<file path="src/rtl/rca_seq_multiplier_if.sv">
// Start/busy/done handshake bundle for rca_seq_multiplier.
// Optional MUL_SIGNED_EN adds the sgn request field.
// master = requester (core side), slave = multiplier.
interface rca_seq_multiplier_if #(
  parameter int unsigned N = 32
);
  logic           start;
  logic           flush;
  logic [N-1:0]   a;
  logic [N-1:0]   b;
`ifdef MUL_SIGNED_EN
  logic           sgn;
`endif
  logic           busy;
  logic           done;
  logic [2*N-1:0] product;

  modport master (
`ifdef MUL_SIGNED_EN
    output sgn,
`endif
    output start, flush, a, b,
    input  busy, done, product
  );

  modport slave (
`ifdef MUL_SIGNED_EN
    input  sgn,
`endif
    input  start, flush, a, b,
    output busy, done, product
  );
endinterface

</file>
<file path="src/rtl/rca_seq_multiplier.sv">
// Sequential shift-and-add multiplier built around one N-bit ripple-carry adder.
// Produces the full 2N-bit product after N accumulate cycles plus one DONE cycle.
// Define MUL_SIGNED_EN to add the sgn request field (signed magnitude handling).

// N-bit ripple-carry adder reused every accumulate cycle.
module rca #(
  parameter int unsigned N = 32
) (
  input  logic [N-1:0] x,
  input  logic [N-1:0] y,
  input  logic         cin,
  output logic [N-1:0] sum,
  output logic         cout
);
  logic [N:0] carry;

  // Bit-serial carry chain, LSB first.
  always_comb begin
    carry    = '0;
    sum      = '0;
    carry[0] = cin;
    for (int unsigned i = 0; i < N; i++) begin
      sum[i]     = x[i] ^ y[i] ^ carry[i];
      carry[i+1] = (x[i] & y[i]) | (carry[i] & (x[i] ^ y[i]));
    end
    cout = carry[N];
  end
endmodule

module rca_seq_multiplier #(
  parameter  int unsigned N  = 32,
  localparam int unsigned CW = $clog2(N)
) (
  input  logic                 clk,
  input  logic                 rst,
  rca_seq_multiplier_if.slave  bus
);
  typedef enum logic [1:0] {
    IDLE,
    CALC,
    DONE
  } state_t;

  state_t         state;
  logic [N-1:0]   mcand;
  logic [N-1:0]   hi;
  logic [N-1:0]   lo;
  logic [CW-1:0]  cnt;
`ifdef MUL_SIGNED_EN
  logic           neg;
  logic [N-1:0]   a_mag;
  logic [N-1:0]   b_mag;
`endif

  logic [N-1:0]   addend;
  logic [N-1:0]   sum;
  logic           cout;
  logic [2*N-1:0] next_acc;

  // Partial product: add multiplicand only when the current multiplier bit is set.
  always_comb begin
    addend   = lo[0] ? mcand : '0;
    // Carry-out becomes the new MSB of hi so the all-ones case keeps its top bit.
    next_acc = {cout, sum, lo[N-1:1]};
  end

  rca #(.N(N)) u_rca (
    .x    (hi),
    .y    (addend),
    .cin  (1'b0),
    .sum  (sum),
    .cout (cout)
  );

`ifdef MUL_SIGNED_EN
  // Operand magnitudes for the signed request.
  always_comb begin
    a_mag = (bus.sgn && bus.a[N-1]) ? -bus.a : bus.a;
    b_mag = (bus.sgn && bus.b[N-1]) ? -bus.b : bus.b;
  end
`endif

  // Control FSM plus datapath registers; outputs are registered.
  always_ff @(posedge clk or negedge rst) begin
    if (!rst) begin
      state       <= IDLE;
      mcand       <= '0;
      hi          <= '0;
      lo          <= '0;
      cnt         <= '0;
`ifdef MUL_SIGNED_EN
      neg         <= 1'b0;
`endif
      bus.busy    <= 1'b0;
      bus.done    <= 1'b0;
      bus.product <= '0;
    end else if (bus.flush) begin
      state    <= IDLE;
      cnt      <= '0;
      bus.busy <= 1'b0;
      bus.done <= 1'b0;
    end else begin
      bus.done <= 1'b0;
      case (state)
        IDLE: begin
          if (bus.start) begin
`ifdef MUL_SIGNED_EN
            mcand <= a_mag;
            lo    <= b_mag;
            neg   <= bus.sgn & (bus.a[N-1] ^ bus.b[N-1]);
`else
            mcand <= bus.a;
            lo    <= bus.b;
`endif
            hi       <= '0;
            cnt      <= '0;
            bus.busy <= 1'b1;
            state    <= CALC;
          end
        end
        CALC: begin
          hi  <= next_acc[2*N-1:N];
          lo  <= next_acc[N-1:0];
          cnt <= cnt + CW'(1);
          if (cnt == CW'(N - 1)) begin
            // Product is taken straight from the final accumulate result so it
            // is valid in the same cycle done is high.
`ifdef MUL_SIGNED_EN
            bus.product <= neg ? -next_acc : next_acc;
`else
            bus.product <= next_acc;
`endif
            bus.done <= 1'b1;
            state    <= DONE;
          end
        end
        DONE: begin
          bus.busy <= 1'b0;
          cnt      <= '0;
          state    <= IDLE;
        end
        default: begin
          bus.busy <= 1'b0;
          state    <= IDLE;
        end
      endcase
    end
  end
endmodule

</file>
<file path="src/flat_wrapper.sv">
// flat-port wrapper written by rule: the top's interface ports become plain ports
module rca_seq_multiplier_flat 
#(
  parameter  int unsigned N  = 32,
  localparam int unsigned CW = $clog2(N)
)
  (clk, rst, bus_start, bus_flush, bus_a, bus_b, bus_busy, bus_done, bus_product);
  rca_seq_multiplier_if #(.N(N)) bus_i ();
  input  logic clk;
  input  logic rst;
  input wire logic [$bits(bus_i.start)-1:0] bus_start;
  input wire logic [$bits(bus_i.flush)-1:0] bus_flush;
  input wire logic [$bits(bus_i.a)-1:0] bus_a;
  input wire logic [$bits(bus_i.b)-1:0] bus_b;
  output wire logic [$bits(bus_i.busy)-1:0] bus_busy;
  output wire logic [$bits(bus_i.done)-1:0] bus_done;
  output wire logic [$bits(bus_i.product)-1:0] bus_product;
  assign bus_i.start = bus_start;
  assign bus_i.flush = bus_flush;
  assign bus_i.a = bus_a;
  assign bus_i.b = bus_b;
  assign bus_busy = bus_i.busy;
  assign bus_done = bus_i.done;
  assign bus_product = bus_i.product;
  rca_seq_multiplier #(.N(N)) u_core (.clk(clk), .rst(rst), .bus(bus_i));
endmodule
</file>
<file path="config.mk">
export PLATFORM = sky130hd
export DESIGN_NAME = rca_seq_multiplier_flat
export DESIGN_NICKNAME = d
export VERILOG_FILES = /design/src/rtl/rca_seq_multiplier_if.sv /design/src/rtl/rca_seq_multiplier.sv /design/src/flat_wrapper.sv
export SDC_FILE = /design/constraint.sdc
export NUM_CORES = 1
export LEC_CHECK = 0
export ABC_AREA = 1
export CORE_MARGIN = 1.5
export CORE_UTILIZATION = 35
export CTS_CLUSTER_SIZE = 20
export DETAILED_ROUTE_END_ITERATION = 10
export PLACE_DENSITY = 0.53
export SLEW_MARGIN = 0
export SYNTH_ARGS = -nofsm -noshare
export SYNTH_HDL_FRONTEND = slang
export SYNTH_SLANG_ARGS = --single-unit
</file>
<file path="constraint.sdc">
create_clock -name clk -period 16.9 [get_ports clk]
set_input_delay 1.69 -clock clk [delete_from_list [all_inputs] [get_ports clk]]
set_output_delay 1.69 -clock clk [all_outputs]
set_load 0.01 [all_outputs]
</file>
==> reports/results.ini <==
[sta]
tns_ns=0
min_period_ns=14.74
period_share_pct=87.2
fmax_mhz=67.8
finalMaxSlewViolations=0
finalHoldViolCount=0
rsz0062_at_grt=false
skew_ns=0.0104
worst_pin_slew_ns=1.14
relSlewSlack_pct=23.7
finalSetupViolations=0

[finish]
fin_nets=1066
final_area_mm2=0.00977
drive_above_1_share_pct=4.83
syn_to_final_growth_pct=26.8
layout_commonest_cell=nand2_1
final_cell_mix=248 x nand2_1, 188 x o21ai_0, 169 x dfrtp_1
utilization_pct=45.1
n_antenna_cell=0

[drt]
drc_errors=0
post_drt_wl_per_cell_um=13.3
first_pass_iters=5
vias=5590
drt_iter0_drc=234
post_drt_via_cell_ratio=4.46
drtAntennaViolNets=0
wl_um=16700

[worst_setup_path]
worstPathMaxFanout=32
start_kind=flop
crit_required_ns=17.15
end_kind=flop
reg2regPathDepth=36
reg2reg_slack_ns=2.16
critPathKind=flop to flop
cp.arrival_ns=14.99
max_stage_delay_ns=0.53
r2r-start=u_core.lo[0]
r2r-end=u_core.hi[30]
crit_path_top_delay_cell=fa_1
cpMostUsedCell=fa_1

[cts]
cts.repair.resized=0
clock_path_buffers=2
cts_root_buf=clkbuf_16
htreeDepth=4
postCtsSetupRepairBufs=0
path_clk_slew_ns=0.06
cts_hold_buf=0
clkLatencyLatePin_ns=0.42
cts.sinks=169
cts_tree=done
cts_buffers=17

[placement]
dp_hpwl_um=10600
port_buffers=133
place_area_mm2=0.00919
gp_congestion=0.716

[worst_hold_path]
hold_path_end=u_core.bus.product[9]
holdPathStages=2
min_from=u_core.bus.product[9]
hold_class=flop to flop

[synthesis]
synth.top_cell.area_share_pct=54.9
synth_nets=957
synth_adder_area_share_pct=9.02
synth_seq_cells=169
yosysSeqAreaShare_pct=54.9
syn_area_mm2=0.00771
yosys.area.top_type=dfrtp_1
synthCells=852
synth_warnings=0
synth.distinct_cells=22
synth_top_family_by_area=simple AND/OR/NAND/NOR gates
synth_compound_area_share_pct=13.1
post_synth.cell_area_avg_um2=9.05
synth_xor_area_share_pct=0
synth.area.mux_share_pct=0
synth-simple-area-share_pct=14.6
synth_area_leaders=dfrtp_1 55%, o21ai_0 12%, nand2_1 12%

[floorplan]
die_area_mm2=0.0229
rows=54
die_h_um=151
pin_count=134
start_util_pct=35.5
core_area_mm2=0.0217
die_width_um=151

[outcome]
status=completed

[power]
vdd_drop_max_uv=73.7
power.internal_mw=0.883
p_sw_share_pct=34.8
p_clk_share_pct=28.4
p_switching_mw=0.471
p_seq_share_pct=40.5
power.density_mw_per_mm2=139
leakagePower_nw=4.32
combPwrFrac_pct=31.0

[grt]
grt_pass1_wl_um=27600
grt_pass1_vias=5447
grt_overflow=0
grt_use_total_pct=15.7
grt_max_degree=128
antenna_found_initial=0

[job]
maxCapViolations=0

-- stage by stage --
stage,worst slack [ns],hold WS (ns),instances,power (mW)
after global routing,1.47,0.500,1254,1.48
after floorplan,2.63,0.453,852,0.863
after global placement,2.12,0.464,1222,0.981
final,2.16,0.480,1254,1.35
after CTS,1.95,0.488,1254,1.38
after detailed placement,2.06,0.472,1222,0.988
-- area by class of cell --
| type | instances | area (um2) |
|---|---|---|
| clock buffer | 22 | 464 |
| clock inverter | 10 | 119 |
| tap | 280 | 350 |
| fill | 2120 | 11900 |
| inverter | 106 | 398 |
| multi-input combinational | 529 | 2840 |
| sequential | 169 | 4230 |
| timing repair buffer | 138 | 1370 |
-- registers in the layout, indices dropped and copies added (netlist names) --
| register | cells |
|---|---|
| u_core.lo | 32 |
| u_core.mcand | 32 |
| u_core.bus.product | 64 |
| u_core.bus.busy | 1 |
| u_core.bus.done | 1 |
| u_core.hi | 32 |
| u_core.state | 2 |
| u_core.cnt | 5 |
-- worst max-delay path by stage --
stage                 start            end  slack (ns)
2_1_floorplan  u_core.lo[0]  u_core.hi[30]        2.63
3_3_place_gp   u_core.lo[0]  u_core.hi[30]        2.12
3_5_place_dp   u_core.lo[0]  u_core.hi[30]        2.06
4_1_cts        u_core.lo[0]  u_core.hi[30]        1.95
5_1_grt        u_core.lo[0]  u_core.hi[30]        1.47
6_report       u_core.lo[0]  u_core.hi[30]        2.16
-- critical path, delay by kind of cell, from the launching register on --
kind                       cells  cell delay, ns
AOI/OAI and AO/OA              1            0.10
DFF                            1            0.34
buffers and inverters          1            0.34
adders and majority gates     31           13.51
and+or+nand+nor                3            0.27
-- synth_stat cells (all sizes together) --
| master | count |
|---|---|
| o21ai | 196 |
| o21a | 1 |
| nand4 | 2 |
| fa | 31 |
| clkbuf | 24 |
| nand2 | 251 |
| a21oi | 1 |
| inv | 106 |
| nor2 | 36 |
| buf | 24 |
| ha | 6 |
| nand3 | 4 |
| dfrtp | 169 |
| or2 | 1 |
-- per-layer routing --
metal | vias to the layer above | global-route usage, % | wire (um)
li1 | 2867 | - | -
met4 | 0 | 5.53 | 225
met3 | 15 | 3.01 | 777
met2 | 128 | 23.7 | 7190
met1 | 2580 | 22.4 | 8540
met5 | - | 0 | 0
-- power groups by stage --
stage                     registers (mW)  clock network (mW)  logic [mW]
after detailed placement           0.557                   0       0.431
final                              0.549               0.385       0.420
after global routing               0.563               0.415       0.505
after global placement             0.555                   0       0.426
after floorplan                    0.547                   0       0.317
after CTS                          0.549               0.398       0.434
-- kinds of logic (layout without fill, tap and decap cells) --
group	after synthesis	after routing
simple gates	294	294
compound gates	198	198
flops	169	169
buf+inv	154	276
fa+ha+maj	37	37
Power figures use the tool's default switching activity.
